### src/rtl/wb_queue.sv
// ---------------------------------------------------------------------------
// wb_queue -- write-back queue in front of the register unit's write port.
//
// Buffers pending register writes {rd, data} in a circular buffer. It drains
// one write per cycle into the register unit unless another writer holds the
// port. It also exposes the youngest queued value for rs1/rs2 as forwarding
// hits.
//
// Parameters
//   DEPTH     number of entries (power of two, >= 2)
//   XLEN      data width
// Ports
//   clk, rst_n            clock, asynchronous active-low reset
//   in_valid/in_ready     producer handshake (in_ready = !full)
//   in_rd, in_data        destination index and value of the request
//   wb_hold               write port claimed elsewhere; no drain this cycle
//   rs1, rs2              decode source indices to search
//   fwdN_hit, fwdN_data   queued-write forwarding result per source port
//   rd, DataWr, RUWr      register-unit write port (head entry)
//   count                 current occupancy
// ---------------------------------------------------------------------------
module wb_queue #(
  parameter int DEPTH = 4,
  parameter int XLEN  = 32
) (
  input  logic                   clk,
  input  logic                   rst_n,
  input  logic                   in_valid,
  output logic                   in_ready,
  input  logic [4:0]             in_rd,
  input  logic [XLEN-1:0]        in_data,
  input  logic                   wb_hold,
  input  logic [4:0]             rs1,
  input  logic [4:0]             rs2,
  output logic                   fwd1_hit,
  output logic                   fwd2_hit,
  output logic [XLEN-1:0]        fwd1_data,
  output logic [XLEN-1:0]        fwd2_data,
  output logic [4:0]             rd,
  output logic [XLEN-1:0]        DataWr,
  output logic                   RUWr,
  output logic [$clog2(DEPTH):0] count
);

  localparam int AW = $clog2(DEPTH);
  localparam int CW = AW + 1;

  logic [4:0]      rd_mem_r   [DEPTH];
  logic [XLEN-1:0] data_mem_r [DEPTH];
  logic [AW-1:0]   head_r;
  logic [AW-1:0]   tail_r;
  logic [CW-1:0]   count_r;
  logic [CW-1:0]   count_nxt_s;

  logic full_s;
  logic empty_s;
  logic accept_s;
  logic store_s;
  logic drain_s;

  // Full ignores any same-cycle drain, so in_ready depends on registered state only.
  assign full_s   = (count_r == CW'(DEPTH));
  assign empty_s  = (count_r == '0);
  assign accept_s = in_valid && !full_s;
  // A write to x0 completes the handshake but is never stored.
  assign store_s  = accept_s && (in_rd != 5'd0);
  assign drain_s  = !empty_s && !wb_hold;

  assign in_ready = !full_s;
  assign RUWr     = drain_s;
  assign count    = count_r;
  assign rd       = empty_s ? 5'd0 : rd_mem_r[head_r];
  assign DataWr   = empty_s ? {XLEN{1'b0}} : data_mem_r[head_r];

  // Next occupancy from store/drain pair.
  always_comb begin
    count_nxt_s = count_r;
    case ({store_s, drain_s})
      2'b10:   count_nxt_s = count_r + CW'(1);
      2'b01:   count_nxt_s = count_r - CW'(1);
      default: count_nxt_s = count_r;
    endcase
  end

  // Pointer and occupancy registers; reset discards all pending writes.
  always_ff @(posedge clk or negedge rst_n) begin
    if (!rst_n) begin
      head_r  <= '0;
      tail_r  <= '0;
      count_r <= '0;
    end else begin
      if (drain_s) begin
        head_r <= head_r + AW'(1);
      end
      if (store_s) begin
        tail_r <= tail_r + AW'(1);
      end
      count_r <= count_nxt_s;
    end
  end

  // Entry storage; contents are only meaningful between head and tail.
  always_ff @(posedge clk) begin
    if (store_s) begin
      rd_mem_r[tail_r]   <= in_rd;
      data_mem_r[tail_r] <= in_data;
    end
  end

  // Forwarding search from oldest to youngest, so later matches override earlier ones.
  always_comb begin
    fwd1_hit  = 1'b0;
    fwd2_hit  = 1'b0;
    fwd1_data = {XLEN{1'b0}};
    fwd2_data = {XLEN{1'b0}};
    for (int i = 0; i < DEPTH; i++) begin
      logic occ;
      logic m1;
      logic m2;
      occ = (CW'(i) < count_r);
      m1  = occ && (rs1 != 5'd0) && (rd_mem_r[head_r + AW'(i)] == rs1);
      m2  = occ && (rs2 != 5'd0) && (rd_mem_r[head_r + AW'(i)] == rs2);
      fwd1_hit  = fwd1_hit | m1;
      fwd2_hit  = fwd2_hit | m2;
      fwd1_data = m1 ? data_mem_r[head_r + AW'(i)] : fwd1_data;
      fwd2_data = m2 ? data_mem_r[head_r + AW'(i)] : fwd2_data;
    end
  end

endmodule

### config.mk
export PLATFORM = sky130hd
export DESIGN_NAME = wb_queue
export DESIGN_NICKNAME = d
export VERILOG_FILES = /design/src/rtl/wb_queue.sv
export SDC_FILE = /design/constraint.sdc
export NUM_CORES = 1
export LEC_CHECK = 0
export ABC_AREA = 0
export BUFFER_PORTS_ARGS = -buffer_cell sky130_fd_sc_hd__buf_2
export CORE_MARGIN = 4
export CORE_UTILIZATION = 60
export CTS_CLUSTER_DIAMETER = 150
export DETAILED_ROUTE_END_ITERATION = 12
export PLACE_DENSITY = 0.86
export SYNTH_ARGS = -nofsm -noshare
export SYNTH_HDL_FRONTEND = slang
export SYNTH_SLANG_ARGS = --single-unit
### constraint.sdc
create_clock -name clk -period 6.3 [get_ports clk]
set_clock_uncertainty 0.15 [all_clocks]
set_input_delay 1.26 -clock clk [delete_from_list [all_inputs] [get_ports clk]]
set_output_delay 1.26 -clock clk [all_outputs]
set_load 0.02 [all_outputs]
# [Yosys cells after proc, flatten, opt, wreduce, memory -nomap -nowiden]
# Memory sizes are Yosys's and may differ from the RTL's.
# Cells that the tools add are included.
# Widths: inputs -> output; s select.
[word_totals] ff_bits=7 latch_bits=0 mem_bits_rw=148 romBits=0 inputBits=51 out_inout_bits=108 elab_cells=72 memories=2
[op_classes] addsub=6 n_mul=0 div_mod_pow=0 n_lt_le_gt_ge=4 n_eq_ne=11 shift=0 mux=13 bitwise=6 reduce_logical=27
[memory_table] memory="data_mem_r" words=4 word_bits=32 read_ports=4 rd_clocked_by_memory_dff=0 wr=1 line_no="49" rtl="logic [XLEN-1:0] data_mem_r [DEPTH];"
[memory_table] memory="rd_mem_r" words=4 word_bits=5 read_ports=4 rd_clocked_by_memory_dff=0 wr=1 line_no="48" rtl="logic [4:0] rd_mem_r [DEPTH];"
[op_table] operator="$mux 32" count=9
[op_table] operator="$eq 5x5->1" count=8
[op_table] operator="$logic_and 1x1->1" count=19
[op_table] operator="$reduce_bool 5->1" count=3
[op_table] operator="$lt 1x3->1 const A" count=2
[op_table] operator="$lt 2x3->1 const A" count=2
[op_table] operator="$or 1x1->1" count=6
[op_table] operator="$pmux 3 s2" count=1
[op_table] operator="$mux 5" count=1
[op_table] operator="$add 2x1->2 const B" count=2
[op_table] operator="$add 2x2->2 const B" count=2
[op_table] operator="$add 3x1->3 const B" count=1
[op_table] operator="$eq 3x3->1 const B" count=1
[op_table] operator="$logic_not 1->1" count=3
[op_table] operator="$logic_not 3->1" count=1
[op_table] operator="$sub 3x1->3 const B" count=1
[op_table] operator="$eq 2x1->1 const B" count=1
[op_table] operator="$eq 2x2->1 const B" count=1
[op_table] operator="$mux 1" count=2
[op_table] operator="$reduce_bool 2->1" count=1

# [Logic depth before layout (Yosys ltp)]
# Gate-level depths: netlist (run 1).
[depth] ltp_word=7 mapped_depth=13 depth_no_buf=10

# [Worst setup path before layout (run 1)]
# No wires, ideal clock.
[synth_path] path_kind="input-to-output" from="input port rs1[2]" to="output port fwd1_data[11]" arrival_time_ns=3.737 t_required_ns=4.890 slack_ns=1.153 stages=11 path_buffers=3 path_cell_list="clkbuf_1 > or4_1 > nor2_1 > nor3_1 > o211a_1 > nand2b_1 > buf_2 > clkbuf_1 > o211ai_1 > a221o_1 > a22oi_1"
[synth_via] elab_chain_cells=7 elab_cells_between_ends=17 cone_classes="eq/ne: 4; mux: 4; reduce/logical: 9"
[synth_rtl] element="from (decl)" line_no="33" rtl="input logic [4:0] rs1,"
[synth_rtl] element="$reduce_bool 5->1" line_no="121" rtl="m1 = occ && (rs1 != 5'd0) && (rd_mem_r[head_r + AW'(i)] == rs1);"
[synth_rtl] element="$logic_and 1x1->1 (2 in series)" line_no="121"
[synth_rtl] element="$mux 32 (3 in series)" line_no="125" rtl="fwd1_data = m1 ? data_mem_r[head_r + AW'(i)] : fwd1_data;"
[synth_rtl] element="$mux 32 *" line_no="125"
[synth_rtl] element="to (decl)" line_no="37" rtl="output logic [XLEN-1:0] fwd1_data,"
# Mark *: on every way between the ends. The rest lies on a longest branch, timed or not.

# [Worst setup path after layout (run 1)]
[layout_path] from="register head_r[0]" to="output port fwd2_data[3]"
[layout_via] elab_chain_cells=7 elab_cells_between_ends=17 cone_classes="add/sub: 3; eq/ne: 4; mux: 4; reduce/logical: 4; memory: 2"
[layout_rtl] element="from (decl)" line_no="50" rtl="logic [AW-1:0] head_r;"
[layout_rtl] element="from (signal assigned)" line_no="93" rtl="head_r <= head_r + AW'(1);"
[layout_rtl] element="$add 2x1->2 / $mem_v2 4x5 (equally long branches)"
[layout_rtl] element="$mem_v2 4x5 / $eq 5x5->1 (equally long branches)"
[layout_rtl] element="$eq 5x5->1 / $logic_and 1x1->1 (equally long branches)" line_no="122" rtl="m2 = occ && (rs2 != 5'd0) && (rd_mem_r[head_r + AW'(i)] == rs2);"
[layout_rtl] element="$logic_and 1x1->1 / $mux 32 (equally long branches)" line_no="122, 126"
[layout_rtl] element="$mux 32 (2 in series)" line_no="126" rtl="fwd2_data = m2 ? data_mem_r[head_r + AW'(i)] : fwd2_data;"
[layout_rtl] element="$mux 32 *" line_no="126"
[layout_rtl] element="to (decl)" line_no="38" rtl="output logic [XLEN-1:0] fwd2_data,"
# Marks and branches as above.

==> results.md, run 1 <==
Routing:
- Using the TritonRoute via totals, the vias-per-cell ratio works out to 6.943.
- The post-detailed-routing wire length is 38160 um.
- The vias after detailed routing is 12010.
- The first-pass detailed-route iteration total is 6.
- In the routed design, unresolved DRC markers number 0.
- In the final routed layout, each cell accounts on average for 22.05 um.
- The detailed router finished its first iteration with 1609 violations.
- The detail route stage leaves a number of antenna-violating nets equal to 0.

Timing:
- The final hold violation count was 0.
- Setup violations remaining at the end of the flow were counted as 0.
- The final worst-path setup slack is 0.1720 ns.
- The final count of pins violating max slew came to 0.
- For the pin with the worst max-slew slack, the measured transition is 1.083 ns.
- The tightest hold path in the finished design has a slack of 0.4771 ns.
- Counting I/O delays and the setup requirement, the final critical path takes 6.128 ns.
- The final cycle utilization of the critical path is 97.27%.
- The worst pin sits at a relative slew slack of 27.77%.
- The total negative slack is 0 ns.
- Setup repair after global routing left no endpoint under its margin.
- Derived from the worst setup path, the maximum achievable clock frequency is 163.2 MHz.

Floorplan:
- 159 I/O pins were placed.
- The die width is 152.9 um.
- From bottom edge to top edge, the die measures 152.9 um.
- The floorplan step defined a die boundary enclosing 23390 um^2.
- The row count is 52.
- The core footprint is 20430 um^2.
- The initial standard-cell utilization of the core is 61.69%.

Critical path:
- The slowest stage cell on the critical path is a221oi_1.
- The biggest fanout along the worst timing path is 55.
- The classification of the worst setup path is flip-flop to output pin.
- The arrival time reported for the critical path endpoint is 4.72 ns.
- The worst setup path is captured at an output pin.
- The cell type with the highest occurrence count on the critical path is buf_4.
- The required arrival time at the worst endpoint is 4.89 ns.
- The largest single stage delay on the critical path is 0.67 ns.
- Walking the worst path, the cells encountered are buf_4, inv_4, buf_4, or4_1, a221oi_1, nor2_1, nor2_2, buf_4, o211ai_1, a22oi_1, buf_2.
- STA classifies the critical path startpoint as a flip-flop.

Synth:
- In this run the mean area of a mapped cell was 9.113 um^2.
- The fraction of registers with async set/reset is 4.516%.
- The most frequent cell after synthesis is edfxtp_1.
- The number of instances in the synthesized netlist is 1383.
- The warning count from the yosys run is 0.
- Counting distinct cell types in the post-synthesis netlist gives 51.
- The cell area that synthesis handed to floorplanning was 12600 um^2.
- Sorting the synthesized cells by how often they occur yields edfxtp_1 (148), nand2_1 (117), mux2i_1 (111).
- After synthesis, the cell types taking the most area are edfxtp_1 (35%), mux2i_1 (8.8%), a211oi_1 (5.0%), nor3_1 (4.3%), mux2_2 (4.2%).
- The dominant cell type by area after synthesis is edfxtp_1.
- The most used flip-flop cell after synthesis is edfxtp_1.
- The number of flops mapped to enable cells by yosys is 148.
- The area share of the largest cell type after synthesis is 35.26%.
- After synthesis the netlist holds a flip-flop and latch count of 155.
- The number of nets handed over by synthesis was 1443.
- Sequential elements use 36.65% of the synthesized area.

Global routing:
- Global routing finished with a remaining overflow of 0.
- The via count of the first global-routing pass is 11460.
- The global routing usage summed across all routing layers is 31.50%.
- Entering global routing, the biggest net connects 111 pins.
- The wire length of the first global-routing pass is 60490 um.
- The initial antenna violation count is 3.

Pwr:
- VDD sags by at most 0.3238 mV.
- The analysis attributes to cell leakage a power of 5.235 nW.
- The post-layout total power is 7.397 mW.
- The ratio of total power to cell area is 527.1 nW/um^2.

Place:
- Counting tap cells, the placed design contains a total of 1697 instances.
- At the end of routability-driven placement, the weighted congestion stood at 0.9160.
- After detailed placement, the total cell area comes to 13410 um^2.
- The sum of net half-perimeters after detailed placement is 23730 um.
- The count of buffers from port buffering is 158.
- The pre-CTS setup slack is 0.8537 ns.

CTS:
- The count of clock tree sinks is 155.
- The CTS root buffer is clkbuf_16.
- The clock input transition at the sequential cells of the worst setup and hold paths is 0.06 ns.
- The maximum clock path buffer count is 2.
- The hold-fix buffer count after cts is 0.
- At the later pin of the worst-skew pair, clock insertion delay measures 0.42 ns.
- The H-tree depth reported by CTS is 4.
- The TritonCTS clock tree is yes.
- The number of resized instances in the post-cts repair step is 0.
- The number of buffers inserted by post-CTS setup repair is 0.
- TritonCTS created 17 clock buffers.

Job:
- The max-capacitance violation count is 0.

Layout:
- Across the whole layout, storage elements account for 4627 um^2.
- The count of placed standard cells in the final layout, fillers left out is 1730.
- The post-route netlist has 21.06% of its cells at a drive strength greater than 1.
- The post-route cell area is 14030 um^2.
- The filler cells instantiated in the layout total 1570.
- In the final design database the tool counted 1506 nets.
- For this run, the share of the core covered by cells in the final layout is 68.69%.
- Summing all multi-input logic gate instances after layout gives 7360 um^2.
- From synthesis to final layout, the design area changed by 11.34%.

Outcome:
- The flow ran to the end, and the final reports show no timing, DRC or antenna violations.

Hold path:
- The path category of the worst min-delay check is flip-flop to flip-flop.
[cell type report]
cell class	count	share of cell area, %
antenna	2	0.03567
clock buffer	17	3.032
clock inverter	14	1.382
inverter	8	0.2318
multi-input combinational	1073	52.45
sequential	155	32.97
tap	270	2.407
timing repair buffer	191	7.490
[critical path, delay by kind of cell (launching register included)]
family	cells	cell delay, ns
simple gates	3	0.91
flops	1	0.55
buf+inv	5	1.64
compound gates	3	1.14
[layer usage]
layer / vias to the layer above / global-route usage (%) / share of wire (%)
met5: - / 0 / 0.034
met4: 2 / 14.55 / 4.2
met3: 133 / 6.672 / 11
met2: 815 / 51.04 / 47
met1: 5614 / 40.66 / 37
li1: 5448 / - / -
[flip-flops by register name, summed over array words and instances (netlist names)]
name        flops
rd_mem_r       20
head_r          2
count           3
tail_r          2
data_mem_r    128
[power breakdown]
group          switching [mW]  leakage (nW)  total, mW  internal [mW]
sequential              0.271          1.44       1.64           1.37
combinational            3.03          3.51       4.67           1.64
clock                   0.423         0.290       1.09          0.662
total                    3.73          5.23       7.40           3.67
[layout by cell type (no fill, tap or decap), types with 3 or more instances in the layout]
| master | count |
|---|---|
| nand4_1 | 4 |
| o211ai_1 | 55 |
| clkinvlp_4 | 4 |
| o21ai_0 | 101 |
| and2_2 | 4 |
| mux4_2 | 7 |
| mux2i_1 | 111 |
| buf_4 | 32 |
| nor2_1 | 70 |
| edfxtp_1 | 148 |
| and2_1 | 24 |
| mux2_2 | 47 |
| xnor2_1 | 36 |
| a22oi_1 | 41 |
| xor2_1 | 13 |
| or4_1 | 5 |
| inv_1 | 7 |
| dfrtp_1 | 5 |
| a31oi_1 | 3 |
| nand3_1 | 3 |
| inv_6 | 3 |
| or3_1 | 27 |
| a211o_1 | 3 |
| a221o_1 | 26 |
| clkbuf_16 | 17 |
| nand2b_1 | 3 |
| nor3_1 | 107 |
| a211oi_1 | 84 |
| a22oi_2 | 9 |
| bufinv_16 | 4 |
| nand2_1 | 117 |
| ha_1 | 9 |
| o31ai_1 | 28 |
| buf_2 | 158 |
| nor2b_1 | 6 |
| a221oi_1 | 4 |
| a21oi_1 | 100 |
[path summary, 6_finish.rpt]
path	startpoint	to	slack (ns)	cells past startpoint
min	count[1]	count[1]	0.48	2
max	head_r[0]	fwd2_data[3]	0.17	11
min reg2reg	count[1]	count[1]	0.48	2
max in group asynchronous	rst_n	head_r[0]	5.32	1
min in group asynchronous	rst_n	head_r[1]	0.50	1
max reg2reg	count[0]	data_mem_r[1][3]	3.26	7
[cell families (layout without fill, tap and decap cells)]
logic type | after synthesis | in the layout | synth area share (%)
AOI/OAI and AO/OA | 466 | 466 | 24.76
and+or+nand+nor | 381 | 381 | 14.35
muxes | 168 | 168 | 14.66
DFF | 155 | 155 | 36.65
buffers and inverters | 155 | 230 | 5.281
xor gates and xnor gates | 49 | 49 | 3.405
adders and majority gates | 9 | 9 | 0.8935
other | 0 | 2 | 0
Power figures use the tool's default switching activity.
==> inputs of run 2 (changes only) <==
--- a/config.mk
+++ b/config.mk
@@ -7,7 +7,7 @@
 export LEC_CHECK = 0
 export ABC_AREA = 0
 export BUFFER_PORTS_ARGS = -buffer_cell sky130_fd_sc_hd__buf_2
-export CORE_MARGIN = 4
+export CORE_MARGIN = 2
 export CORE_UTILIZATION = 60
 export CTS_CLUSTER_DIAMETER = 150
 export DETAILED_ROUTE_END_ITERATION = 12
==> run 2 against run 1 <==
Net effect:
- sequential power down 2%
- worst hold slack better by 0.0069 ns
- critical endpoint is now fwd2_data[29]
- worst setup slack better by 0.27 ns
- utilization down 1.3 points
- sequential share of layout area about the same
- register-to-register slack better by 0.15 ns
- clock power about the same
- largest cell class unchanged
- via count down 0.48%
- non-clock buffer count down 5
- clock-buffer cell count up 1
==> results.md, run 2 (synthesis results as in run 1) <==
CTS:
- After clock tree synthesis, the clock-pin slew on the worst setup and hold paths is 0.06 ns.
- Once the clock tree was built, the resizer swapped 0 gates to a different size.
- TritonCTS built the clock tree.
- The H-tree was split into 4 levels.
- The insertion delay of the later-clocked pin in the worst-skew pair is 0.42 ns.
- In this run, post-CTS hold repair placed 0 buffers.
- The CTS buffer count is 17.
- CTS saw 155 sinks.
- The maximum clock path buffer count is 2.
- The number of buffers inserted by post-CTS setup repair is 0.
- The CTS root buffer is clkbuf_16.

Timing:
- The smallest hold slack is 0.4840 ns.
- The final count of pins violating max slew is 0.
- The final count of negative-setup-slack endpoints is 0.
- Setup slack on the critical path of the routed design comes to 0.4461 ns.
- The final hold violation count is 0.
- Timing would allow up to 170.8 MHz.
- In the finished design, the share of the clock period the worst path needs comes to 92.92%.
- For the pin with the worst max-slew slack, the measured transition is 1.140 ns.
- The relative slew slack is 23.84%.
- The minimum clock period is 5.854 ns.
- Setup repair after global routing left no endpoint under its margin.
- The total negative slack is 0 ns.

Layout:
- The finished layout holds 1730 standard cells, fillers aside.
- The post-route cell area is 14030 um^2.
- At the end of the flow, the number of nets in the layout was 1501.
- Compared with the post-synthesis result, the final layout area differs by 11.33%.
- The number of flip-flops under the largest register name is 128.
- Cells fill 67.38% of the core in the end.
- In the layout the commonest cells are buf_2 (158), edfxtp_1 (148), nand2_1 (117).
- Counting flops per register, the top entry is data_mem_r.
- The share of post-route cells with drive strength above 1 is 20.73%.
- The total of fill cells in the finished design is 1601.
- Leaving out fill and tap cells, the most frequent cell in the layout is buf_2.

Hold path:
- The path category of the worst min-delay check is flip-flop to flip-flop.

Place:
- The sum of net half-perimeters after detailed placement is 22690 um.
- The count of buffers from port buffering is 158.
- The congestion estimate from routability-driven global placement came to 0.9397.
- The pre-CTS setup slack is 0.7411 ns.
- The placed instances occupy a cell area of 13400 um^2.
- The number of placed instances, taps included, is 1697.

Global routing:
- The initial antenna violation count is 3.
- The largest net degree at the start of global routing is 101.
- The global routing usage summed across all routing layers is 32.17%.
- Summed over all layers, the global routing overflow is 0.
- The first global-routing pass estimated 56510 um of wire.
- The via count of the first global-routing pass is 10940.

Critical path:
- The required arrival time at the worst endpoint is 4.89 ns.
- The classification of the worst setup path is flip-flop to output pin.
- Counting cells, the worst reg-to-reg path comes to 7.
- For flop-to-flop paths, the worst setup slack is 3.41 ns.
- The biggest fanout along the worst timing path is 47.
- The endpoint of the lowest-slack register-to-register path is data_mem_r[1][21].
- The source of the worst register-to-register timing path is count[0].
- STA classifies the critical path endpoint as an output pin.
- STA classifies the critical path startpoint as a flip-flop.
- In this run the worst setup path terminates at fwd2_data[29].
- The critical path starts at head_r[1].
- The arrival time reported for the critical path endpoint is 4.44 ns.

Floorplan:
- Measured along the x axis, the die boundary spans 148.9 um.
- Once the floorplan was initialized, standard cells occupied 60.53% of the core.
- The floorplan step defined a die boundary enclosing 22180 um^2.
- The floorplan step defined a core boundary enclosing 20820 um^2.
- The overall die height is 148.9 um.
- The row count is 53.
- During I/O placement, the number of pins put on the boundary was 159.

Routing:
- In this run the remaining antenna-violating nets after routing total 0.
- Dividing the detail-routed via count by the number of cells gives 6.910.
- The first-pass detailed-route iteration total is 6.
- After detailed routing, the average wire length per cell comes to 21.19 um.
- The post-detailed-routing wire length is 36650 um.
- The iteration-0 DRC count of the detailed router is 1640.
- Across all layers, the routed design uses 11950 vias.
- In the routed design, unresolved DRC markers number 0.

Pwr:
- For this design the ratio of total power to cell area is 524.4 nW/um^2.
- The post-layout total power is 7.358 mW.
- The maximum VDD drop is 0.4219 mV.
- The leakage power summed over all cells is 5.229 nW.

Job:
- The max-capacitance violation count is 0.

Outcome:
- The run finished with clean final reports.
run 2: changes by cell type in the layout (fill, tap and decap cells not counted):
| cell | delta |
|---|---|
| inv_6 | -2 |
| clkinvlp_4 | -2 |
| o211a_2 | -1 |
| buf_4 | -6 |
| clkbuf_1 | +1 |
| clkinv_1 | -1 |
| diode_2 | +1 |
| bufinv_16 | +1 |
| clkinv_2 | +2 |
| buf_12 | +1 |
| o211a_4 | +1 |
run 2: power breakdown:
part	leakage (nW)	internal, mW	switching [mW]
clock	0.302	0.697	0.399
sequential	1.44	1.37	0.234
combinational	3.49	1.63	3.03
total	5.23	3.69	3.66
run 2: cell type report:
class | instances | area, um^2 | area share [%]
Multi-Input combinational cell | 1073 | 7367 | 52.51
Sequential cell | 155 | 4627 | 32.98
Timing Repair Buffer | 186 | 1026 | 7.312
Clock buffer | 18 | 429.2 | 3.059
Tap cell | 275 | 344.1 | 2.452
Clock inverter | 12 | 197.7 | 1.409
Inverter | 8 | 32.53 | 0.2319
Antenna cell | 3 | 7.507 | 0.05350
run 2: worst min-delay path by stage:
stage	cells after the start	start	end	slack (ns)
floorplan	2	tail_r[1]	tail_r[1]	0.43
global placement	2	count[1]	count[1]	0.45
detailed placement	2	count[1]	count[1]	0.46
CTS	2	count[1]	count[1]	0.48
global route	1	rst_n	tail_r[0]	0.51
finish	2	tail_r[1]	tail_r[1]	0.48
run 2: worst max-delay path, cell delays in order (launching register included):
cell and delay [ns]:
dfrtp_4 0.78, mux4_2 0.44, xnor2_1 0.16, nor4_2 0.50, o211a_4 0.60, buf_4 0.47
nor3_1 0.08, a211oi_1 0.28, o211ai_1 0.13, a22oi_1 0.30, buf_2 0.22
run 2: layer usage:
layer	vias to the layer above	wire length [um]	GRT usage (%)	share of wire [%]
li1	5428	-	-	-
met1	5625	14380	43.07	39
met2	776	17070	51.41	47
met3	123	3815	4.801	10
met4	2	1386	15.81	3.8
met5	-	11	0	0.030
